--- src/rtl/mips_ctrl_fsm.sv ---
// mips_ctrl_fsm: multi-cycle control sequencer for the 32-bit MIPS datapath.
// Latches the fetched instruction into ir, decodes it into datapath controls,
// and sequences FETCH -> EXEC (-> MEM) so that each instruction retires once.
// Loads and stores run a request/ack handshake with a timeout watchdog.
module mips_ctrl_fsm #(
  parameter int TIMEOUT = 16
) (
  input  logic        clk,
  input  logic        reset,
  input  logic [31:0] inst,
  input  logic        inst_valid,
  input  logic        dmem_ack,
  output logic [31:0] ir,
  output logic        reg_dst,
  output logic        jump,
  output logic        jr,
  output logic        branch,
  output logic        bne,
  output logic        mem2reg,
  output logic        alu_src,
  output logic        and_data2alu,
  output logic        shift_ren,
  output logic        shift_len,
  output logic        shift_data2reg,
  output logic [3:0]  alu_ctrl,
  output logic        reg_wrt,
  output logic        pc_en,
  output logic        dmem_rd,
  output logic        dmem_wr,
  output logic        illegal_op,
  output logic        bus_err,
  output logic [31:0] retired
);

  localparam int WAIT_W = $clog2(TIMEOUT);
  localparam logic [WAIT_W-1:0] WAIT_LAST = WAIT_W'(TIMEOUT - 1);

  typedef enum logic [1:0] {
    S_FETCH = 2'd0,
    S_EXEC  = 2'd1,
    S_MEM   = 2'd2
  } state_t;

  state_t            r_state;
  logic [31:0]       r_ir;
  logic [WAIT_W-1:0] r_wait;
  logic [31:0]       r_retired;

  logic w_legal;
  logic w_is_lw;
  logic w_is_sw;
  logic w_wb;

  assign ir      = r_ir;
  assign retired = r_retired;

  // Combinational decode of the latched instruction into datapath controls
  always_comb begin
    reg_dst        = 1'b0;
    jump           = 1'b0;
    jr             = 1'b0;
    branch         = 1'b0;
    bne            = 1'b0;
    mem2reg        = 1'b0;
    alu_src        = 1'b0;
    and_data2alu   = 1'b0;
    shift_ren      = 1'b0;
    shift_len      = 1'b0;
    shift_data2reg = 1'b0;
    alu_ctrl       = 4'b0000;
    w_legal        = 1'b1;
    w_is_lw        = 1'b0;
    w_is_sw        = 1'b0;
    w_wb           = 1'b1;
    case (r_ir[31:26])
      6'h00: begin
        case (r_ir[5:0])
          6'h20: begin reg_dst = 1'b1; alu_ctrl = 4'b0010; end
          6'h22: begin reg_dst = 1'b1; alu_ctrl = 4'b0110; end
          6'h24: begin reg_dst = 1'b1; alu_ctrl = 4'b0000; end
          6'h25: begin reg_dst = 1'b1; alu_ctrl = 4'b0001; end
          6'h2A: begin reg_dst = 1'b1; alu_ctrl = 4'b0111; end
          6'h00: begin reg_dst = 1'b1; shift_len = 1'b1; shift_data2reg = 1'b1; end
          6'h02: begin reg_dst = 1'b1; shift_ren = 1'b1; shift_data2reg = 1'b1; end
          6'h08: begin jr = 1'b1; w_wb = 1'b0; end
          default: begin w_legal = 1'b0; w_wb = 1'b0; end
        endcase
      end
      6'h08: begin alu_src = 1'b1; alu_ctrl = 4'b0010; end
      6'h0C: begin and_data2alu = 1'b1; alu_ctrl = 4'b0000; end
      6'h23: begin alu_src = 1'b1; mem2reg = 1'b1; alu_ctrl = 4'b0010; w_is_lw = 1'b1; end
      6'h2B: begin alu_src = 1'b1; alu_ctrl = 4'b0010; w_is_sw = 1'b1; w_wb = 1'b0; end
      6'h04: begin branch = 1'b1; alu_ctrl = 4'b0110; w_wb = 1'b0; end
      6'h05: begin bne = 1'b1; alu_ctrl = 4'b0110; w_wb = 1'b0; end
      6'h02: begin jump = 1'b1; w_wb = 1'b0; end
      default: begin w_legal = 1'b0; w_wb = 1'b0; end
    endcase
  end

  // Strobes from current state; the ack cycle completes in place, reset masks everything
  always_comb begin
    reg_wrt    = 1'b0;
    pc_en      = 1'b0;
    dmem_rd    = 1'b0;
    dmem_wr    = 1'b0;
    illegal_op = 1'b0;
    bus_err    = 1'b0;
    case (r_state)
      S_EXEC: begin
        if (!w_legal) begin
          pc_en      = 1'b1;
          illegal_op = 1'b1;
        end else if (!(w_is_lw || w_is_sw)) begin
          pc_en   = 1'b1;
          reg_wrt = w_wb;
        end
      end
      S_MEM: begin
        dmem_rd = w_is_lw;
        dmem_wr = w_is_sw;
        if (dmem_ack) begin
          pc_en   = 1'b1;
          reg_wrt = w_is_lw;
        end else if (r_wait == WAIT_LAST) begin
          pc_en   = 1'b1;
          bus_err = 1'b1;
        end
      end
      default: ;
    endcase
    if (reset) begin
      reg_wrt    = 1'b0;
      pc_en      = 1'b0;
      dmem_rd    = 1'b0;
      dmem_wr    = 1'b0;
      illegal_op = 1'b0;
      bus_err    = 1'b0;
    end
  end

  // Sequencer state, instruction register, wait counter and retire count
  always_ff @(posedge clk) begin
    if (reset) begin
      r_state   <= S_FETCH;
      r_ir      <= 32'd0;
      r_wait    <= '0;
      r_retired <= 32'd0;
    end else begin
      case (r_state)
        S_FETCH: begin
          if (inst_valid) begin
            r_ir    <= inst;
            r_state <= S_EXEC;
          end
        end
        S_EXEC: begin
          if (w_is_lw || w_is_sw) begin
            r_wait  <= '0;
            r_state <= S_MEM;
          end else begin
            if (w_legal) r_retired <= r_retired + 32'd1;
            r_state <= S_FETCH;
          end
        end
        S_MEM: begin
          if (dmem_ack) begin
            r_retired <= r_retired + 32'd1;
            r_state   <= S_FETCH;
          end else if (r_wait == WAIT_LAST) begin
            r_state <= S_FETCH;
          end else begin
            r_wait <= r_wait + 1'b1;
          end
        end
        default: r_state <= S_FETCH;
      endcase
    end
  end

endmodule

--- config.mk ---
export PLATFORM = sky130hd
export DESIGN_NAME = mips_ctrl_fsm
export DESIGN_NICKNAME = d
export VERILOG_FILES = /design/src/rtl/mips_ctrl_fsm.sv
export SDC_FILE = /design/constraint.sdc
export NUM_CORES = 1
export LEC_CHECK = 0
export ABC_CLOCK_PERIOD_IN_PS = 5600
export BUFFER_PORTS_ARGS = -buffer_cell sky130_fd_sc_hd__buf_2
export CAP_MARGIN = 40
export CORE_MARGIN = 2
export CORE_UTILIZATION = 30
export CTS_CLUSTER_DIAMETER = 200
export DETAILED_ROUTE_END_ITERATION = 12
export GPL_ROUTABILITY_DRIVEN = 0
export PLACE_DENSITY_LB_ADDON = 0.08
export SLEW_MARGIN = 20
export SYNTH_ARGS = -nofsm -noshare
export SYNTH_HDL_FRONTEND = slang
export SYNTH_SLANG_ARGS = --single-unit
--- constraint.sdc ---
create_clock -name clk -period 5.6 [get_ports clk]
set_input_delay 1.12 -clock clk [delete_from_list [all_inputs] [get_ports clk]]
set_output_delay 1.12 -clock clk [all_outputs]
set_load 0.03 [all_outputs]
Yosys cells after proc, flatten, opt, wreduce, memory -nomap -nowiden
Cells that the tools add are included.

Register bits: 70. Output and inout bits: 85. Logic and storage cells: 103.

Add/sub/neg operators: 2. Equal/unequal tests: 25. Multiplexer cells: 56. Reductions and logical operators: 16.

Operator list (number): 32-bit 2-to-1 mux (3); 32-bit case mux with 2 select lines (1); 6-bit equality test, second input constant (7); 1-bit 2-to-1 mux (37); 32-bit by 1-bit adder with 32-bit output, second input constant (1); 6-bit by 4-bit equality test with 1-bit output, second input constant (3); 2-bit != test, second input constant (7); 7-bit OR reduction (2); 6-bit by 2-bit equality test with 1-bit output, second input constant (2); 6-bit by 3-bit equality test with 1-bit output, second input constant (2); 6-bit logical NOT (2); 4-bit 2-to-1 mux (3); 3-bit case mux with 4 select lines (1); 3-bit case mux with 3 select lines (1); 2-bit 2-to-1 mux (4); 1-bit case mux with 2 select lines (4); 4-bit case mux with 2 select lines (1); 4-bit AND reduction (2); 8-bit OR reduction (1); 2-bit case mux with 3 select lines (1); 3-bit OR reduction (2); 4-bit by 1-bit adder with 4-bit output, second input constant (1); 4-bit equality test, second input constant (1); 2-bit AND reduction (2); other kinds (7) (8).

Depth between registers and ports, before layout
Gate-level depths: netlist (run 1).

Depth in word-level cells: 8. Depth in mapped cells: 10. Depth with buffers taken out: 8.

Least setup slack after synthesis (run 1)
No wires, ideal clock.

Kind: input port to output port. Start: input port reset. End: output port dmem_wr. Data arrival time: 2.503 ns. Required time: 4.480 ns. Setup slack: 1.977 ns. Cell stages on the path: 3. Cells stage by stage: clkbuf_1 -> nand2b_1 -> nor4b_1.

Longest elaborated chain between the ends: 1.

Ends and longest elaborated chain: start, declared (line 9) `input logic reset,`; 1-bit 2-to-1 mux (line 131) `if (reset) begin`; end, declared (line 29) `output logic dmem_wr,`.

No other way between the ends.

Worst setup path after layout (run 1)
Start: register r_ir[3] (netlist: ir[3]). End: output port reg_wrt.

Longest elaborated chain between the ends: 8.

Ends and longest elaborated chain: start, declared (line 45) `logic [31:0] r_ir;`; start signal, assigned (line 152) `r_ir <= inst;`; 6-bit by 2-bit equality test with 1-bit output, or another cell as far along (line 77) `case (r_ir[5:0])`; 7-bit OR reduction (no line); 1-bit 2-to-1 mux (line 77); 1-bit case mux with 2 select lines (line 75) `case (r_ir[31:26])`; 1-bit 2-to-1 mux (line 113) `end else if (!(w_is_lw || w_is_sw)) begin`; 1-bit 2-to-1 mux * (line 110) `if (!w_legal) begin`; 1-bit case mux with 2 select lines * (line 108) `case (r_state)`; 1-bit 2-to-1 mux * (line 131); end, declared (line 26) `output logic reg_wrt,`.

Mark *: on every way between the ends. The rest lies on a longest branch, timed or not.

==> metrics.cfg, run 1 <==
[layout]
num-fill-cells=1209
ff_latch_area_mm2=0.00140
drive_gt1_frac=0.272
diodes=0
finalNetCount=588
post-route-util=0.392
syn_to_final_growth_pct=28.9
multi_input_area_mm2=0.00185

[sta]
fin_skew_ns=0.00605
min_period_ns=3.32
setup_viol=0
finalHoldViolations=0
worst_slew_pin_slew_ns=0.781
rsz0062_at_grt=false
max_freq_mhz=301
fin_crit_sh=0.593
setup_tns_ns=0
drv_slew=0
maxSlewHeadroom=0.480

[clocking]
cts.sinks=70
post_cts_resized=0
clockBufferDepth=2
ctsHoldBuffers=0
cts_tree=yes
post_cts_buffers=0
clk_latency_ns=0.33
cts.reportedPaths.clkPinSlew_ns=0.06
cts-root-buf=clkbuf_16
cts_made_buffers=9
htreeDepth=3

[synth]
synthArstFlopShare=0
syn_inst=442
synth_area_leaders=dfxtp_1, nand2_1, a21oi_1
ys.flop_type=dfxtp_1
synth_top_area_share=0.407
syn-cell-area_mm2=0.00345
synth_edf_count=0
yosysTopAreaCell=dfxtp_1
yosys_register_bits=70
syn_area_per_cell_um2=7.80
yosysUniqueCellTypes=51
synth_seq_area_share=0.407
syn-num-nets=483
yosysWarnings=0

[global_routing]
grt-ovfl-total=0
first_global_vias=3245
grt_use_total=0.162
grt_max_degree=70
grt_antenna_before_repair=0
grt_pass1_wl_um=16200

[drt]
drt-total-wl_um=9670
vias=3410
drt-initial-drc-count=175
ant_nets=0
drt_pre_antenna_iters=4
via_per_inst=4.91
drc=0
post_drt_wl_per_cell_um=13.9

[floorplanning]
fp.dieW_um=111
num_rows=39
start_util=0.304
core_mm2=0.0113
die_area_mm2=0.0124
pin_count=121
dieHeight_um=111

[placement]
place_hpwl_um=6770
io_buffers=119

[setup_path]
worstRegToRegCells=6
worstSetupEndpointType=primary output
r2r-end=retired[22]
required_ns=4.48
crit_fanout=9
crit_type=reg -> out
r2r_slack_ns=2.87
arrival_ns=2.20
start_kind=flop
r2r_start=ir[27]

[min_path]
hp-class=reg -> reg
min_from=ir[19]
holdPathEnd=ir[19]
min_path_cells=2

[pwr]
vdd_ir_drop_max_mv=0.122
leakage_uw=0.00192
p_per_area_mw_per_mm2=298

[outcome]
status=finished clean

[run]
maxCapViolCount=0

-- cells in the final DEF, fill, tap and decap left out, types with 5 or more instances in the layout --
cell / synthesis / layout
buf_2: 4 / 119
xor2_1: 18 / 18
ha_1: 5 / 5
nand4_1: 5 / 5
o21ai_0: 12 / 12
nor2_1: 38 / 38
dfxtp_1: 70 / 70
inv_1: 12 / 12
o211ai_1: 8 / 8
o2111ai_1: 6 / 6
nor3_1: 9 / 9
or3_1: 12 / 12
and3_1: 7 / 7
nand2_1: 86 / 86
a21oi_1: 53 / 53
nand3_1: 13 / 13
nand2b_1: 6 / 6
clkbuf_16: 0 / 9
-- state kept, by name (all words and copies together) (netlist names) --
name and flops:
ir 32, r_state 2, r_wait 4, retired 32
-- cell usage after synthesis, types with 4 or more instances --
library cell	number
nor2_1	38
buf_2	4
nor3_1	9
nand3_1	13
and3_1	7
ha_1	5
and2_1	4
o211ai_1	8
inv_1	12
nand4_1	5
o21ai_0	12
a21oi_1	53
o2111ai_1	6
o21ai_1	4
dfxtp_1	70
nand2b_1	6
xor2_1	18
or3_1	12
nor3b_1	4
clkbuf_1	19
nand2_1	86
-- report_power, final --
group / switching, uW / leakage (uW) / internal [uW]
clock network: 221 / 0.000152 / 389
logic: 128 / 0.00120 / 56.4
registers: 17.0 / 0.000569 / 514
total: 366 / 0.00192 / 960
-- per-layer routing --
| metal | up-vias | part of all wire | track usage |
|---|---|---|---|
| li1 | 1735 | - | - |
| met1 | 1595 | 0.47 | 0.212 |
| met2 | 73 | 0.47 | 0.257 |
| met3 | 7 | 0.051 | 0.0410 |
| met4 | 0 | 0.0098 | 0.0593 |
| met5 | - | 0 | 0 |
-- area by class of cell --
cell class,instances,area share
Clock buffer,10,0.0515
Clock inverter,6,0.0194
Inverter,12,0.0101
Multi-Input combinational cell,331,0.417
Sequential cell,70,0.315
Tap cell,143,0.0403
Timing Repair Buffer,123,0.146
-- how the worst max path moves through the flow --
stage	cells past startpoint	end	startpoint
final	6	reg_wrt	ir[3]
after detailed placement	4	illegal_op	reset
after global routing	7	reg_wrt	ir[27]
after global placement	4	illegal_op	reset
after floorplan	3	dmem_wr	reset
after CTS	4	illegal_op	reset
-- logic make-up (layout without fill, tap and decap cells) --
group | count (synthesis) | in the layout | synth area share
buffers and inverters | 41 | 151 | 0.0559
DFF | 70 | 70 | 0.407
and+or+nand+nor | 201 | 201 | 0.280
muxes | 3 | 3 | 0.00907
adders and majority gates | 5 | 5 | 0.0181
other | 1 | 1 | 0.00109
xor gates and xnor gates | 20 | 20 | 0.0508
AOI/OAI and AO/OA | 101 | 101 | 0.179
-- worst max-delay path: stages, from the launching register on --
cell	delay, ns
dfxtp_1	0.48
a21bo_2	0.27
a211oi_1	0.39
o22ai_1	0.17
and2_1	0.17
o221a_2	0.21
buf_2	0.17
-- stage by stage --
stage	instance area [um2]	power, uW	std cells	hold slack [ns]	setup WS (ns)
finish	4440	1330	695	0.452	2.28
global route	4440	1390	695	0.466	2.15
CTS	4440	1350	695	0.454	2.27
detailed placement	4130	728	679	0.446	2.27
global placement	4090	722	677	0.440	2.28
floorplan	3450	671	442	0.464	1.98
No activity file was read; power rests on OpenSTA's default activity.
==> inputs of run 2 (changes only) <==
--- a/config.mk
+++ b/config.mk
@@ -5,7 +5,8 @@
 export SDC_FILE = /design/constraint.sdc
 export NUM_CORES = 1
 export LEC_CHECK = 0
-export ABC_CLOCK_PERIOD_IN_PS = 5600
+export ABC_AREA = 1
+export ABC_CLOCK_PERIOD_IN_PS = 2650
 export BUFFER_PORTS_ARGS = -buffer_cell sky130_fd_sc_hd__buf_2
 export CAP_MARGIN = 40
 export CORE_MARGIN = 2
==> constraint.sdc (replaced) <==
create_clock -name clk -period 2.65 [get_ports clk]
set_input_delay 0.53 -clock clk [delete_from_list [all_inputs] [get_ports clk]]
set_output_delay 0.53 -clock clk [all_outputs]
set_load 0.03 [all_outputs]
==> run 2 against run 1 <==
Sequential power grew 110%; final cell count grew 28%; register-to-register slack lost 2.2 ns; die area increased by 15%; setup slack lost 2.0 ns; via count rose by 19%; clock-buffer cell count grew 1; total power rose by 120%; critical path type unchanged.
==> metrics.cfg, run 2 <==
[outcome]
status=finished clean

[pwr]
leakage_uw=0.00221
p_per_area_mw_per_mm2=581
vdd_ir_drop_max_mv=0.385

[synth]
synthArstFlopShare=0
synth_area_leaders=dfxtp_1, nand2_1, nor2_1
yosysTopAreaCell=dfxtp_1
synth_seq_area_share=0.351
yosysMostFrequentCell=nand2_1
syn-cell-area_mm2=0.00399
syn_inst=594
yosysUniqueCellTypes=36
yosys_register_bits=70
synth_top_area_share=0.351
synth_edf_count=0
ys.flop_type=dfxtp_1
synth_common_cells=nand2_1, nor2_1, dfxtp_1
yosysWarnings=0
syn-num-nets=635
syn_area_per_cell_um2=6.72

[setup_path]
worstSetupEndpointType=primary output
worstRegToRegCells=12
r2r-end=retired[1]
r2r_start=ir[3]
r2r_slack_ns=0.64
crit_fanout=7
start_kind=flop
crit_type=reg -> out
arrival_ns=1.87
required_ns=2.12

[sta]
max_freq_mhz=416
drv_slew=0
setup_viol=0
setup_tns_ns=0
fin_skew_ns=0.00905
fin_crit_sh=0.907
rsz0062_at_grt=false
worst_slew_pin_slew_ns=0.770
finalHoldViolations=0
maxSlewHeadroom=0.486
min_period_ns=2.40

[clocking]
cts-root-buf=clkbuf_16
clockBufferDepth=2
htreeDepth=3
cts_tree=yes
post_cts_buffers=0
clk_latency_ns=0.34
cts.sinks=70
post_cts_resized=0
cts_made_buffers=9
ctsHoldBuffers=0
cts.reportedPaths.clkPinSlew_ns=0.06

[global_routing]
grt_antenna_before_repair=0
grt-ovfl-total=0
grt_max_degree=43
grt_use_total=0.170
first_global_vias=3898
grt_pass1_wl_um=19300

[floorplanning]
num_rows=42
die_area_mm2=0.0143
fp.dieW_um=119
start_util=0.304
pin_count=121
core_mm2=0.0131
dieHeight_um=119

[layout]
syn_to_final_growth_pct=26.5
drive_gt1_frac=0.268
final_area_mm2=0.00505
num-fill-cells=1512
diodes=0
layout_commonest_cell=nand2_1
finalNetCount=748
mostFrequentLayoutCells=nand2_1, buf_2, nor2_1, dfxtp_1, nand3_1
layout.cells.non_filler=888

[placement]
io_buffers=119
dpl_cell_area_mm2=0.00473
place_hpwl_um=9040
dp.cells=872

[drt]
post_drt_wl_per_cell_um=13.2
drc=0
drt_pre_antenna_iters=4
vias=4055
drt-total-wl_um=11800
via_per_inst=4.57
drt-initial-drc-count=116
ant_nets=0

[min_path]
hp-class=in -> reg
min_path_cells=3
holdPathEnd=ir[10]
min_from=inst[10]

[run]
maxCapViolCount=0

## run 2: final cells by class
cell class | count | area [um2] | area share
inverters | 49 | 184 | 0.0364
flip-flops and latches | 70 | 1400 | 0.277
repair buffers | 126 | 648 | 0.128
well taps | 176 | 220 | 0.0436
clock buffers | 11 | 243 | 0.0481
multi-input cells | 451 | 2270 | 0.450
clock inverters | 5 | 82.6 | 0.0163
## run 2: cells by family (layout without fill, tap and decap cells)
| group | count (synthesis) | in the layout | synth area share |
|---|---|---|---|
| DFF | 70 | 70 | 0.351 |
| xor gates and xnor gates | 21 | 21 | 0.0461 |
| other | 1 | 1 | 0.000939 |
| buffers and inverters | 73 | 191 | 0.0818 |
| and+or+nand+nor | 336 | 336 | 0.383 |
| AOI/OAI and AO/OA | 88 | 88 | 0.122 |
| adders and majority gates | 5 | 5 | 0.0157 |
## run 2: per-layer routing
layer	share of wire	vias to the layer above	wire length (um)	global-route usage
met5	0	-	0	0
met4	0.017	0	200	0.0588
met3	0.070	12	825	0.0642
met2	0.46	96	5400	0.280
met1	0.45	1822	5340	0.203
li1	-	2125	-	-
## run 2: worst max-delay path by stage
stage	startpoint	to	slack (ns)	depth (start not counted)
after global routing	ir[26]	reg_wrt	0.08	10
after global placement	ir[28]	reg_wrt	0.64	10
final	ir[26]	reg_wrt	0.25	10
after CTS	ir[26]	reg_wrt	0.22	10
after floorplan	ir[26]	reg_wrt	0.08	9
after detailed placement	ir[26]	reg_wrt	0.61	10
## run 2: critical path, cell delays in order (launching register included)
cell and delay, ns:
dfxtp_1 0.36, nor2_2 0.19, nand2_4 0.10, nor2_8 0.13, inv_1 0.09, nor2_2 0.12, a21oi_1 0.06, nand2_1 0.08
o21ai_0 0.10, a21oi_2 0.12, buf_2 0.20
## run 2: through the flow
step / power [uW] / hold WS (ns) / setup slack, ns / utilization
3_5_place_dp: 1630 / 0.467 / 0.607 / 0.360
2_1_floorplan: 1500 / 0.458 / 0.0763 / -
6_report: 2930 / 0.434 / 0.246 / 0.384
4_1_cts: 2990 / 0.421 / 0.219 / 0.384
3_3_place_gp: 1630 / 0.459 / 0.642 / 0.360
5_1_grt: 3070 / 0.437 / 0.0834 / 0.384
## run 2: where the power goes
group	leakage, uW	switching, uW	internal (uW)
clock	0.000160	476	852
sequential	0.000572	39.2	1100
combinational	0.00147	334	134
==> inputs of run 3 (changes only) <==
--- a/config.mk
+++ b/config.mk
@@ -7,7 +7,7 @@
 export LEC_CHECK = 0
 export ABC_AREA = 1
 export ABC_CLOCK_PERIOD_IN_PS = 2650
-export BUFFER_PORTS_ARGS = -buffer_cell sky130_fd_sc_hd__buf_2
+export BUFFER_PORTS_ARGS = -buffer_cell sky130_fd_sc_hd__buf_4
 export CAP_MARGIN = 40
 export CORE_MARGIN = 2
 export CORE_UTILIZATION = 30
==> run 3 against run 2 <==
Final cell count down 0.45%; global-route usage up 0.17 points; largest cell class unchanged; die area unchanged; wire length up 0.23%; critical path depth unchanged.
==> metrics.cfg, run 3 (synthesis results as in run 2) <==
[floorplanning]
dieHeight_um=119
num_rows=42
pin_count=121
start_util=0.304
core_mm2=0.0131
fp.dieW_um=119
die_area_mm2=0.0143

[sta]
setup_tns_ns=0
fin_ws_ns=0.186
min_period_ns=2.46
rsz0062_at_grt=false
setup_viol=0
maxSlewHeadroom=0.494
finalHoldViolations=0
worst_slew_pin_slew_ns=0.758
holdWs_ns=0.436
fin_crit_sh=0.930
fin_skew_ns=0.0104
drv_slew=0
max_freq_mhz=406

[placement]
dp_slack_ns=0.575
place_hpwl_um=8890
io_buffers=119

[clocking]
ctsHoldBuffers=0
cts_made_buffers=9
htreeDepth=3
post_cts_resized=0
post_cts_buffers=0
cts.reportedPaths.clkPinSlew_ns=0.06
cts-root-buf=clkbuf_16
cts.sinks=70
cts_tree=yes
clk_latency_ns=0.34
clockBufferDepth=2

[min_path]
hp-class=in -> reg

[layout]
diodes=0
syn_to_final_growth_pct=31.8
mostFrequentLayoutCells=nand2_1, buf_4, nor2_1, dfxtp_1, nand3_1
drive_gt1_frac=0.263
finalNetCount=746
layout_commonest_cell=nand2_1
num-fill-cells=1417

[setup_path]
worstSetupEndpointType=primary output
crit_fanout=7
required_ns=2.12
start_kind=flop
crit_type=reg -> out
r2r_slack_ns=0.67
arrival_ns=1.93

[drt]
via_per_inst=4.64
ant_nets=0
post_drt_wl_per_cell_um=13.3
drt_pre_antenna_iters=5
drt-total-wl_um=11800
drt-initial-drc-count=140
drc=0
vias=4103

[global_routing]
grt_antenna_before_repair=0
grt_pass1_wl_um=19500
grt_use_total=0.172
grt-ovfl-total=0
first_global_vias=3898
grt_max_degree=43

[pwr]
fin_total_pwr_uw=2750
vdd_ir_drop_max_mv=0.226
p_per_area_mw_per_mm2=522
leakage_uw=0.00220

[run]
maxCapViolCount=0

[outcome]
status=finished clean

run 3: final cells by class:
cell class / instances / area, um2 / area share
multi-input combinational: 451 / 2270 / 0.432
sequential: 70 / 1400 / 0.266
timing repair buffer: 124 / 931 / 0.177
clock buffer: 12 / 246 / 0.0468
tap: 176 / 220 / 0.0418
inverter: 49 / 184 / 0.0349
clock inverter: 2 / 10.0 / 0.00190
run 3: where the power goes:
| group | switching [uW] | total (uW) | leakage (uW) | internal [uW] |
|---|---|---|---|---|
| Sequential | 42.7 | 1140 | 0.000572 | 1100 |
| Clock | 451 | 1100 | 0.000128 | 646 |
| Combinational | 333 | 509 | 0.00150 | 176 |
run 3: worst paths after layout:
| kind | end | cells after the start | start |
|---|---|---|---|
| setup / recovery | reg_wrt | 10 | ir[26] |
| hold / removal | r_wait[1] | 2 | reset |
| setup reg to reg | retired[1] | 9 | ir[29] |
| hold reg to reg | ir[20] | 2 | ir[20] |
run 3: per-stage QoR:
| step | area (um2) | util | cells |
|---|---|---|---|
| 2_1_floorplan | 4000 | - | 594 |
| 3_3_place_gp | 5010 | 0.381 | 870 |
| 3_5_place_dp | 5010 | 0.381 | 870 |
| 4_1_cts | 5270 | 0.401 | 884 |
| 5_1_grt | 5270 | 0.401 | 884 |
| 6_report | 5270 | 0.401 | 884 |
run 3: per-layer routing:
metal  global-route usage  up-vias  routed length (um)
li1                     -     2131                   -
met1                0.211     1842                5350
met2                0.281      117                5450
met3               0.0532       13                 774
met4               0.0662        0                 207
met5                    0        -                   0
run 3: worst max-delay path, cell delays in order (launching register included):
cell and delay, ns:
dfxtp_1 0.37, nor2_2 0.21, nand2_4 0.10, nor2_8 0.13, inv_1 0.09, nor2_2 0.15, a21oi_1 0.07, nand2_1 0.09
o21ai_0 0.10, a21oi_2 0.12, buf_4 0.16
